**src/rtl/osborne_kbd_matrix_pkg.sv**
```systemverilog
// Shared types and constants for the Osborne 1 keyboard matrix.
// The key coordinate is {hit, row, col}, and the matrix is indexed as row*8+col.
package osborne_pkg;

  localparam int unsigned KBD_ROWS = 8;
  localparam int unsigned KBD_COLS = 8;

  typedef struct packed {
    logic       hit;
    logic [2:0] row;
    logic [2:0] col;
  } kbd_coord_t;

  // Row-major view of the 64 key bits: m[row][col] == flat[row*8+col]
  typedef logic [KBD_ROWS-1:0][KBD_COLS-1:0] kbd_matrix_t;

  function automatic kbd_coord_t kc(input logic [2:0] r, input logic [2:0] c);
    return '{hit: 1'b1, row: r, col: c};
  endfunction

  localparam kbd_coord_t KEY_CTRL  = '{hit: 1'b1, row: 3'd0, col: 3'd2};
  localparam kbd_coord_t KEY_SHIFT = '{hit: 1'b1, row: 3'd0, col: 3'd3};

endpackage

```
**src/rtl/osborne_kbd_matrix_if.sv**
```systemverilog
// Key-event and row-scan signals between hps_io/CPU (master) and the matrix (slave).
interface osborne_kbd_matrix_if;
  logic [10:0] ps2_key;
  logic [7:0]  row_sel_n;
  logic [7:0]  col_n;
  logic        key_any;

  modport master (output ps2_key, output row_sel_n, input col_n, input key_any);
  modport slave  (input ps2_key, input row_sel_n, output col_n, output key_any);
endinterface

```
**src/rtl/osborne_kbd_matrix_map.sv**
```systemverilog
// Combinational lookup from {ext, scancode} (PS/2 set 2) to an Osborne matrix coordinate.
// Any code that is not listed returns hit=0, and the event is dropped.
module osborne_kbd_map
  import osborne_pkg::*;
(
  input  logic [8:0]  key,
  output kbd_coord_t  coord
);

  always_comb begin
    coord = '0;
    case (key)
      // row 0: control keys
      9'h076: coord = kc(3'd0, 3'd0);            // Esc
      9'h00D: coord = kc(3'd0, 3'd1);            // Tab
      9'h014, 9'h114: coord = KEY_CTRL;
      9'h012, 9'h059: coord = KEY_SHIFT;
      9'h05A, 9'h15A: coord = kc(3'd0, 3'd4);    // Return / keypad Enter
      9'h058: coord = kc(3'd0, 3'd5);            // Alpha lock
      9'h066: coord = kc(3'd0, 3'd6);            // Backspace
      9'h029: coord = kc(3'd0, 3'd7);            // Space
      // row 1: 1..8 (keypad 8 shares the '8' key)
      9'h016: coord = kc(3'd1, 3'd0);
      9'h01E: coord = kc(3'd1, 3'd1);
      9'h026: coord = kc(3'd1, 3'd2);
      9'h025: coord = kc(3'd1, 3'd3);
      9'h02E: coord = kc(3'd1, 3'd4);
      9'h036: coord = kc(3'd1, 3'd5);
      9'h03D: coord = kc(3'd1, 3'd6);
      9'h03E, 9'h075: coord = kc(3'd1, 3'd7);
      // row 2: 9 0 - = ` \ [ ]
      9'h046: coord = kc(3'd2, 3'd0);
      9'h045: coord = kc(3'd2, 3'd1);
      9'h04E: coord = kc(3'd2, 3'd2);
      9'h055: coord = kc(3'd2, 3'd3);
      9'h00E: coord = kc(3'd2, 3'd4);
      9'h05D: coord = kc(3'd2, 3'd5);
      9'h054: coord = kc(3'd2, 3'd6);
      9'h05B: coord = kc(3'd2, 3'd7);
      // row 3: Q W E R T Y U I
      9'h015: coord = kc(3'd3, 3'd0);
      9'h01D: coord = kc(3'd3, 3'd1);
      9'h024: coord = kc(3'd3, 3'd2);
      9'h02D: coord = kc(3'd3, 3'd3);
      9'h02C: coord = kc(3'd3, 3'd4);
      9'h035: coord = kc(3'd3, 3'd5);
      9'h03C: coord = kc(3'd3, 3'd6);
      9'h043: coord = kc(3'd3, 3'd7);
      // row 4: O P A S D F G H
      9'h044: coord = kc(3'd4, 3'd0);
      9'h04D: coord = kc(3'd4, 3'd1);
      9'h01C: coord = kc(3'd4, 3'd2);
      9'h01B: coord = kc(3'd4, 3'd3);
      9'h023: coord = kc(3'd4, 3'd4);
      9'h02B: coord = kc(3'd4, 3'd5);
      9'h034: coord = kc(3'd4, 3'd6);
      9'h033: coord = kc(3'd4, 3'd7);
      // row 5: J K L ; ' Z X C
      9'h03B: coord = kc(3'd5, 3'd0);
      9'h042: coord = kc(3'd5, 3'd1);
      9'h04B: coord = kc(3'd5, 3'd2);
      9'h04C: coord = kc(3'd5, 3'd3);
      9'h052: coord = kc(3'd5, 3'd4);
      9'h01A: coord = kc(3'd5, 3'd5);
      9'h022: coord = kc(3'd5, 3'd6);
      9'h021: coord = kc(3'd5, 3'd7);
      // row 6: V B N M , . /
      9'h02A: coord = kc(3'd6, 3'd0);
      9'h032: coord = kc(3'd6, 3'd1);
      9'h031: coord = kc(3'd6, 3'd2);
      9'h03A: coord = kc(3'd6, 3'd3);
      9'h041: coord = kc(3'd6, 3'd4);
      9'h049: coord = kc(3'd6, 3'd5);
      9'h04A: coord = kc(3'd6, 3'd6);
      // row 7: cursor keys (E0-prefixed)
      9'h175: coord = kc(3'd7, 3'd0);
      9'h172: coord = kc(3'd7, 3'd1);
      9'h16B: coord = kc(3'd7, 3'd2);
      9'h174: coord = kc(3'd7, 3'd3);
      default: coord = '0;
    endcase
  end

endmodule

```
**src/rtl/osborne_kbd_matrix.sv**
```systemverilog
// PS/2 key-event to Osborne 1 keyboard matrix, with keypress stretching.
// The pipeline is: edge detect -> map -> state update. A registered row-scan read runs alongside it.
module osborne_kbd_matrix
  import osborne_pkg::*;
#(
  parameter int unsigned HOLD_CYCLES = 400000
) (
  input  logic                  clk,
  input  logic                  reset,
  osborne_kbd_matrix_if.slave   kbd
);

  localparam int unsigned CW = $clog2(HOLD_CYCLES + 1);

  // Stage A
  logic       armed_q, armed_d;
  logic       tog_q, tog_d;
  logic       a_vld_q, a_vld_d;
  logic       a_press_q, a_press_d;
  logic [8:0] a_key_q, a_key_d;

  // Stage B
  kbd_coord_t a_coord;
  logic       b_vld_q, b_vld_d;
  logic       b_press_q, b_press_d;
  logic [2:0] b_row_q, b_row_d;
  logic [2:0] b_col_q, b_col_d;

  // Stage C
  kbd_matrix_t   key_down_q, key_down_d;
  kbd_matrix_t   key_latch_q, key_latch_d;
  logic [CW-1:0] hold_cnt_q, hold_cnt_d;

  // Output
  logic [7:0] col_n_q, col_n_d;
  logic       key_any_q, key_any_d;

  // The first cycle after reset only loads tog_q, so a toggle level that is already set is not seen as an event.
  always_comb begin
    armed_d   = 1'b1;
    tog_d     = kbd.ps2_key[10];
    a_vld_d   = armed_q && (kbd.ps2_key[10] != tog_q);
    a_press_d = kbd.ps2_key[9];
    a_key_d   = kbd.ps2_key[8:0];
  end

  osborne_kbd_map u_map (
    .key   (a_key_q),
    .coord (a_coord)
  );

  always_comb begin
    b_vld_d   = a_vld_q & a_coord.hit;
    b_press_d = a_press_q;
    b_row_d   = a_coord.row;
    b_col_d   = a_coord.col;
  end

  // A press in the same cycle as expiry wins. Otherwise expiry masks the latch with the next down state.
  always_comb begin
    key_down_d  = key_down_q;
    key_latch_d = key_latch_q;
    hold_cnt_d  = (hold_cnt_q != '0) ? hold_cnt_q - CW'(1) : hold_cnt_q;
    if (b_vld_q) begin
      if (b_press_q) begin
        key_down_d[b_row_q][b_col_q]  = 1'b1;
        key_latch_d[b_row_q][b_col_q] = 1'b1;
        hold_cnt_d                    = CW'(HOLD_CYCLES);
      end else begin
        key_down_d[b_row_q][b_col_q] = 1'b0;
        if (hold_cnt_q == '0) key_latch_d[b_row_q][b_col_q] = 1'b0;
      end
    end
    if ((hold_cnt_q == CW'(1)) && !(b_vld_q && b_press_q))
      key_latch_d = key_latch_d & key_down_d;
  end

  always_comb begin
    logic [7:0] acc;
    acc = '0;
    for (int unsigned r = 0; r < KBD_ROWS; r++)
      acc = acc | (key_latch_q[r[2:0]] & {8{~kbd.row_sel_n[r[2:0]]}});
    col_n_d   = ~acc;
    key_any_d = |key_latch_q;
  end

  always_ff @(posedge clk or posedge reset) begin
    if (reset) begin
      armed_q     <= 1'b0;
      tog_q       <= 1'b0;
      a_vld_q     <= 1'b0;
      a_press_q   <= 1'b0;
      a_key_q     <= '0;
      b_vld_q     <= 1'b0;
      b_press_q   <= 1'b0;
      b_row_q     <= '0;
      b_col_q     <= '0;
      key_down_q  <= '0;
      key_latch_q <= '0;
      hold_cnt_q  <= '0;
      col_n_q     <= '1;
      key_any_q   <= 1'b0;
    end else begin
      armed_q     <= armed_d;
      tog_q       <= tog_d;
      a_vld_q     <= a_vld_d;
      a_press_q   <= a_press_d;
      a_key_q     <= a_key_d;
      b_vld_q     <= b_vld_d;
      b_press_q   <= b_press_d;
      b_row_q     <= b_row_d;
      b_col_q     <= b_col_d;
      key_down_q  <= key_down_d;
      key_latch_q <= key_latch_d;
      hold_cnt_q  <= hold_cnt_d;
      col_n_q     <= col_n_d;
      key_any_q   <= key_any_d;
    end
  end

  assign kbd.col_n   = col_n_q;
  assign kbd.key_any = key_any_q;

endmodule

```
**src/flat_wrapper.sv**
```systemverilog
// flat-port wrapper written by rule: the top's interface ports become plain ports
module osborne_kbd_matrix_flat import osborne_pkg::*;
#(
  parameter int unsigned HOLD_CYCLES = 400000
)
  (clk, reset, kbd_ps2_key, kbd_row_sel_n, kbd_col_n, kbd_key_any);
  osborne_kbd_matrix_if kbd_i ();
  input  logic clk;
  input  logic reset;
  input wire logic [$bits(kbd_i.ps2_key)-1:0] kbd_ps2_key;
  input wire logic [$bits(kbd_i.row_sel_n)-1:0] kbd_row_sel_n;
  output wire logic [$bits(kbd_i.col_n)-1:0] kbd_col_n;
  output wire logic [$bits(kbd_i.key_any)-1:0] kbd_key_any;
  assign kbd_i.ps2_key = kbd_ps2_key;
  assign kbd_i.row_sel_n = kbd_row_sel_n;
  assign kbd_col_n = kbd_i.col_n;
  assign kbd_key_any = kbd_i.key_any;
  osborne_kbd_matrix #(.HOLD_CYCLES(HOLD_CYCLES)) u_core (.clk(clk), .reset(reset), .kbd(kbd_i));
endmodule
```
**config.mk**
```make
export PLATFORM = sky130hd
export DESIGN_NAME = osborne_kbd_matrix_flat
export DESIGN_NICKNAME = d
export VERILOG_FILES = /design/src/rtl/osborne_kbd_matrix_pkg.sv /design/src/rtl/osborne_kbd_matrix_if.sv /design/src/rtl/osborne_kbd_matrix_map.sv /design/src/rtl/osborne_kbd_matrix.sv /design/src/flat_wrapper.sv
export SDC_FILE = /design/constraint.sdc
export NUM_CORES = 1
export LEC_CHECK = 0
export ABC_AREA = 1
export CAP_MARGIN = 10
export CORE_MARGIN = 2
export CORE_UTILIZATION = 53
export CTS_CLUSTER_DIAMETER = 40
export DETAILED_ROUTE_END_ITERATION = 10
export GPL_ROUTABILITY_DRIVEN = 0
export PLACE_DENSITY = 0.83
export SYNTH_ARGS = -nofsm -noshare
export SYNTH_HDL_FRONTEND = slang
export SYNTH_SLANG_ARGS = --single-unit
```
**constraint.sdc**
```tcl
create_clock -name clk -period 6 [get_ports clk]
set_input_delay 1.2 -clock clk [delete_from_list [all_inputs] [get_ports clk]]
set_output_delay 1.2 -clock clk [all_outputs]
set_load 0.05 [all_outputs]
```
==> results of run 1 <==
[synth_stat cells, types with 2 or more instances]
cell / n / area share, %
nand3_1: 50 / 2.7
inv_1: 118 / 4.7
o221ai_1: 3 / 0.28
nor2_2: 15 / 1.0
ha_1: 3 / 0.40
nand2_1: 437 / 17
nor2_4: 5 / 0.60
nand4_1: 30 / 2.0
nor3b_1: 3 / 0.24
nor2_1: 152 / 6.1
a21oi_1: 71 / 3.8
o21ai_0: 87 / 4.6
nand3b_1: 2 / 0.16
buf_2: 11 / 0.59
nor4_1: 16 / 1.1
buf_4: 6 / 0.48
dfstp_2: 8 / 2.2
xnor2_1: 2 / 0.19
nand2_2: 7 / 0.47
o22ai_1: 21 / 1.4
nor3_1: 14 / 0.75
inv_2: 8 / 0.32
buf_6: 8 / 0.96
buf_1: 6 / 0.24
a2111oi_0: 3 / 0.28
xor2_1: 6 / 0.56
clkbuf_1: 13 / 0.52
dfrtp_1: 169 / 45
[registers in the layout, indices dropped and copies added (netlist names)]
signal / cells
u_core.key_down_q: 64
u_core.key_latch_q: 64
u_core.hold_cnt_q: 19
u_core.a_key_q: 9
u_core.kbd.col_n: 8
u_core.b_col_q: 3
u_core.b_row_q: 3
u_core.a_press_q: 1
u_core.a_vld_q: 1
u_core.armed_q: 1
u_core.b_press_q: 1
u_core.b_vld_q: 1
u_core.kbd.key_any: 1
u_core.tog_q: 1
[final timing paths]
kind,start,to,slack (ns)
setup reg to reg,u_core.hold_cnt_q[0],u_core.key_latch_q[52],3.47
hold / removal,u_core.a_press_q,u_core.b_press_q,0.42
setup / recovery,u_core.kbd.col_n[2],kbd_col_n[2],3.04
hold reg to reg,u_core.a_press_q,u_core.b_press_q,0.42
min in group asynchronous,reset,u_core.hold_cnt_q[3],1.31
max in group asynchronous,reset,u_core.key_down_q[37],3.59
[final cells by class]
cell class	count	area [um^2]
Sequential cell	177	4441
Clock buffer	23	478.0
Fill cell	1497	6932
Clock inverter	9	128.9
Multi-Input combinational cell	937	4220
Timing Repair Buffer	34	327.8
Tap cell	225	281.5
Inverter	128	488.0
[metal layers]
layer | wire length, um | vias up | track usage (%) | part of all wire (%)
met1 | 10270 | 4155 | 36.27 | 42
met2 | 11230 | 528 | 41.79 | 45
met5 | 0 | - | 0 | 0
met3 | 2217 | 107 | 5.188 | 9.0
met4 | 966 | 0 | 13.52 | 3.9
li1 | - | 4167 | - | -
[kinds of logic (layout without fill, tap and decap cells)]
logic type / Yosys count / after routing / synth area share [%]
AND/OR/NAND/NOR: 733 / 733 / 32.77
adder cells (fa/ha/maj): 3 / 3 / 0.3992
other: 1 / 1 / 0.03988
XOR/XNOR: 8 / 8 / 0.7451
buffers and inverters: 172 / 194 / 7.916
AO/OA/AOI/OAI: 192 / 192 / 10.92
flip-flops: 177 / 177 / 47.21
[stage by stage]
step / power [uW] / setup WS (ns) / hold WS, ns / instance area (um^2)
finish: 2878 / 3.038 / 0.4191 / 10360
global route: 2993 / 3.010 / 0.4339 / 10360
CTS: 2883 / 3.027 / 0.4242 / 10360
detailed placement: 1745 / 3.043 / 0.4124 / 9758
global placement: 1736 / 3.057 / 0.4122 / 9758
floorplan: 1639 / 0.01133 / 0.3312 / 9404
[cells in the final DEF (no fill, tap or decap), types with 5 or more instances in the layout]
cell,netlist,final
nor4_1,16,16
inv_2,8,8
nor2_1,152,152
nand3_1,50,50
dfrtp_1,169,168
o22ai_1,21,21
a21oi_1,71,71
clkdlybuf4s50_1,0,29
nand2_1,437,437
nor2_2,15,15
xor2_1,6,6
o21ai_0,87,87
clkbuf_16,0,17
nor3_1,14,14
nand2_2,7,7
buf_4,6,5
nand4_1,30,30
dfstp_2,8,8
nor2_4,5,5
inv_1,118,117
[power by group through the flow]
| stage | sequential (uW) | clock, uW | combinational, uW |
|---|---|---|---|
| floorplan | 1390 | 0 | 253 |
| CTS | 1360 | 1160 | 368 |
| detailed placement | 1380 | 0 | 367 |
| global placement | 1380 | 0 | 359 |
| global route | 1370 | 1210 | 414 |
| finish | 1360 | 1150 | 368 |
==> impl_metrics.env, run 1 <==
export IMPL_p_sw_uw=784.3
export IMPL_hold_viol=0
export IMPL_grt_start_max_net_pins=96
export IMPL_routedWlPerCell_um=16.10
export IMPL_cpPeakStageDelay_ns=0.80
export IMPL_p_comb_share_pct=12.8
export IMPL_port_buffers=29
export IMPL_die_y_um=137.2
export IMPL_synth_warnings=0
export IMPL_via_per_inst=5.843
export IMPL_htree_levels=4
export IMPL_cts_root_buf="clkbuf_16"
export IMPL_fin_nets=1319
export IMPL_hpwlAfterDp_um=16120
export IMPL_fmaxAchievable_ghz=0.3376
export IMPL_cts_setup_buffers=0
export IMPL_coreArea_um2=17300
export IMPL_ctsLongestPathBuffers=2
export IMPL_min_period_ns=2.962
export IMPL_drtAntennaViolNets=0
export IMPL_cts_buffers=17
export IMPL_area_delta_synth_final_pct=10.22
export IMPL_path_clk_slew_ns=0.07
export IMPL_ctsResizeCount=0
export IMPL_initial_core_util_pct=54.37
export IMPL_finalSetupTns_ns=0
export IMPL_worstMarginPinSlew_ns=0.8842
export IMPL_wl_um=24690
export IMPL_min_path_type="reg -> reg"
export IMPL_crit_path_end_kind="output pin"
export IMPL_rsz0062_at_grt="false"
export IMPL_clk_latency_ns=0.44
export IMPL_synth_avg_cell_area_um2=7.313
export IMPL_cts_tree="yes"
export IMPL_cp_data_required_time_ns=4.80
export IMPL_path_depth=1
export IMPL_final_util_pct=59.92
export IMPL_setup_viol=0
export IMPL_cp_start_kind="register"
export IMPL_cp_num_buf_inv=1
export IMPL_slew_headroom_pct=41.05
export IMPL_crit_path_top_delay_cell="clkdlybuf4s50_1"
export IMPL_maxCapViolCount=0
export IMPL_worstSetupPathType="reg -> out"
export IMPL_die_x_um=137.2
export IMPL_syn_cell_area_um2=9404
export IMPL_crit_arrival_ns=1.76
export IMPL_finalClockSkew_ns=0.007722
export IMPL_switching_share_pct=27.25
export IMPL_irDropWorstVdd_v=0.0002209
export IMPL_crit_family="buffers and inverters"
export IMPL_whs_path_depth=0
export IMPL_antennaDiodeCount=0
export IMPL_cp_max_fo=1
export IMPL_synth_async_reset_ratio_pct=100.0
export IMPL_p_leak_uw=0.005305
export IMPL_drtPass1Iterations=6
export IMPL_synth_edf_count=0
export IMPL_slew_viol_final=0
export IMPL_io_pins=30
export IMPL_layout_drive_gt1_share_pct=6.269
export IMPL_post_route_period_util_pct=49.37
export IMPL_ys_flop_type="dfrtp_1"
export IMPL_ys_ff_latch=177
export IMPL_synthCells=1286
export IMPL_rows=48
export IMPL_design_die_area_um2=18830
export IMPL_synthDistinctLibCells=40
export IMPL_power_per_cell_area_nw_per_um2=277.7
export IMPL_dp_cells=1501
export IMPL_yosysSeqAreaShare_pct=47.21
export IMPL_grt_use_total_pct=26.95
export IMPL_first_iter_violations=1127
export IMPL_seqPwrFrac_pct=47.3
export IMPL_overflow=0
export IMPL_p_clk_share_pct=39.9
export IMPL_outcome="finished clean"
export IMPL_drc_errors=0
export IMPL_grt_first_pass_wirelength_um=39360
export IMPL_synth_nets=1310
export IMPL_cts_sink_count=177
export IMPL_p_int_uw=2094
export IMPL_grt_pass1_vias=8193
export IMPL_path_cells="clkdlybuf4s50_1"
export IMPL_antenna_found_initial=0
export IMPL_r2r_cells=9
export IMPL_ctsHoldBuffers=0
export IMPL_finalNonFillerCells=1533
export IMPL_dr_total_vias=8957
(Power assumes the default switching activity.)
==> inputs of run 2 (changes only) <==
==> constraint.sdc (replaced) <==
create_clock -name clk -period 2.5 [get_ports clk]
set_input_delay 0.5 -clock clk [delete_from_list [all_inputs] [get_ports clk]]
set_output_delay 0.5 -clock clk [all_outputs]
set_load 0.05 [all_outputs]
==> run 2 against run 1 <==
- sequential share of layout area fell by 0.11 points
- sequential power rose by 140%
- combinational power rose by 140%
- wire length fell by 0.16%
- global-route usage rose by 0.77 points
- clock power rose by 120%
- clock-buffer cell count fell by 6
- cell area rose by 0.27%
- worst setup slack got worse by 2.8 ns
- critical endpoint unchanged
==> impl_metrics.env, run 2 (same netlist as run 1, synthesis figures left out) <==
export IMPL_grt_first_pass_wirelength_um=40680
export IMPL_min_path_type="reg -> reg"
export IMPL_maxCapViolCount=0
export IMPL_slew_viol_final=0
export IMPL_crit_path_top_delay_cell="clkdlybuf4s50_1"
export IMPL_cp_num_buf_inv=1
export IMPL_irDropWorstVdd_v=0.0007078
export IMPL_ctsHoldBuffers=0
export IMPL_drc_errors=0
export IMPL_cts_sink_count=177
export IMPL_routedWlPerCell_um=16.05
export IMPL_whs_ns=0.3512
export IMPL_ctsResizeCount=0
export IMPL_rows=48
export IMPL_port_buffers=29
export IMPL_cts_tree="yes"
export IMPL_fin_ws_ns=0.2300
export IMPL_power_per_cell_area_nw_per_um2=643.1
export IMPL_grt_use_total_pct=27.72
export IMPL_fmaxAchievable_ghz=0.4405
export IMPL_die_x_um=137.2
export IMPL_hpwlAfterDp_um=16180
export IMPL_path_cells="clkdlybuf4s50_1"
export IMPL_clk_latency_ns=0.43
export IMPL_die_y_um=137.2
export IMPL_area_delta_synth_final_pct=10.51
export IMPL_cp_data_required_time_ns=2.00
export IMPL_crit_arrival_ns=1.77
export IMPL_htree_levels=4
export IMPL_overflow=0
export IMPL_final_cell_mix="nand2_1 (437), dfrtp_1 (168), nor2_1 (152)"
export IMPL_finalClockSkew_ns=0.007236
export IMPL_antenna_found_initial=0
export IMPL_path_clk_slew_ns=0.07
export IMPL_initial_core_util_pct=54.37
export IMPL_dp_slack_ns=0.3865
export IMPL_drtAntennaViolNets=0
export IMPL_worstSetupPathType="reg -> out"
export IMPL_layout_drive_gt1_share_pct=6.712
export IMPL_cts_root_buf="clkbuf_16"
export IMPL_p_leak_uw=0.005305
export IMPL_grt_pass1_vias=8209
export IMPL_reg2reg_slack_ns=0.43
export IMPL_slew_headroom_pct=50.46
export IMPL_dr_total_vias=8811
export IMPL_design_die_area_um2=18830
export IMPL_crit_path_end_kind="output pin"
export IMPL_worstMarginPinSlew_ns=0.7432
export IMPL_finalSetupTns_ns=0
export IMPL_cts_setup_buffers=0
export IMPL_wl_um=24650
export IMPL_min_period_ns=2.270
export IMPL_hold_viol=0
export IMPL_cpPeakStageDelay_ns=0.80
export IMPL_finalNonFillerCells=1536
export IMPL_drtPass1Iterations=5
export IMPL_post_route_period_util_pct=90.80
export IMPL_top_regs="u_core.key_down_q (64), u_core.key_latch_q (64), u_core.hold_cnt_q (19)"
export IMPL_final_util_pct=60.08
export IMPL_coreArea_um2=17300
export IMPL_crit_family="buffers and inverters"
export IMPL_ctsLongestPathBuffers=2
export IMPL_io_pins=30
export IMPL_via_per_inst=5.736
export IMPL_dp_cells=1504
export IMPL_cts_buffers=17
export IMPL_rsz0062_at_grt="false"
export IMPL_antennaDiodeCount=0
export IMPL_outcome="finished clean"
export IMPL_cp_max_fo=1
export IMPL_final_common_cell="nand2_1"
export IMPL_cp_start_kind="register"
export IMPL_first_iter_violations=1087
export IMPL_grt_start_max_net_pins=68
export IMPL_fin_nets=1322
export IMPL_setup_viol=0
run 2: cell types whose count changed in the layout (fill, tap and decap cells not counted):
cell        previous run  this run
bufinv_16              3         0
clkbuf_8               3         0
buf_12                 0         5
buf_4                  5         3
clkinv_2               3         2
clkbuf_1               3         0
clkinvlp_4             2         4
inv_6                  2         5
clkinv_4               0         3
inv_8                  0         2
run 2: worst reg2reg max path, delay by kind of cell, from the launching register on:
kind	cells	cell delay (ns)
DFF	1	0.48
buffers and inverters	1	0.27
and+or+nand+nor	8	1.22
run 2: final cells by class:
class / count / area [um^2]
Fill cell: 1519 / 6904
Sequential cell: 177 / 4441
Multi-Input combinational cell: 937 / 4220
Inverter: 128 / 486.7
Clock buffer: 17 / 425.4
Timing Repair Buffer: 37 / 412.9
Tap cell: 225 / 281.5
Clock inverter: 15 / 125.1
run 2: routing by layer:
metal | part of all wire [%] | wire (um) | track usage, %
met2 | 46 | 11400 | 42.95
met1 | 42 | 10350 | 38.24
met3 | 8.2 | 2009 | 5.040
met5 | 0 | 0 | 0
met4 | 3.6 | 880 | 12.20
run 2: power breakdown:
| group | internal [uW] | switching [uW] | total (uW) | leakage, uW |
|---|---|---|---|---|
| Sequential | 3080 | 179 | 3260 | 0.00236 |
| Combinational | 299 | 601 | 900 | 0.00268 |
| Clock | 1300 | 1220 | 2520 | 0.000265 |
run 2: through the flow:
step | instance area, um^2 | total power (uW)
2_1_floorplan | 9408 | 3935
3_3_place_gp | 9842 | 4175
3_5_place_dp | 9842 | 4195
4_1_cts | 10390 | 6701
5_1_grt | 10390 | 6976
6_report | 10390 | 6683
run 2: path summary, 6_finish.rpt:
path | startpoint | to | cells after the start
min in group asynchronous | reset | u_core.key_down_q[29] | 2
hold reg to reg | u_core.a_press_q | u_core.b_press_q | 0
setup / recovery | u_core.kbd.col_n[2] | kbd_col_n[2] | 1
setup reg to reg | u_core.a_key_q[8] | u_core.b_vld_q | 9
hold / removal | u_core.a_press_q | u_core.b_press_q | 0
max in group asynchronous | reset | u_core.b_press_q | 3
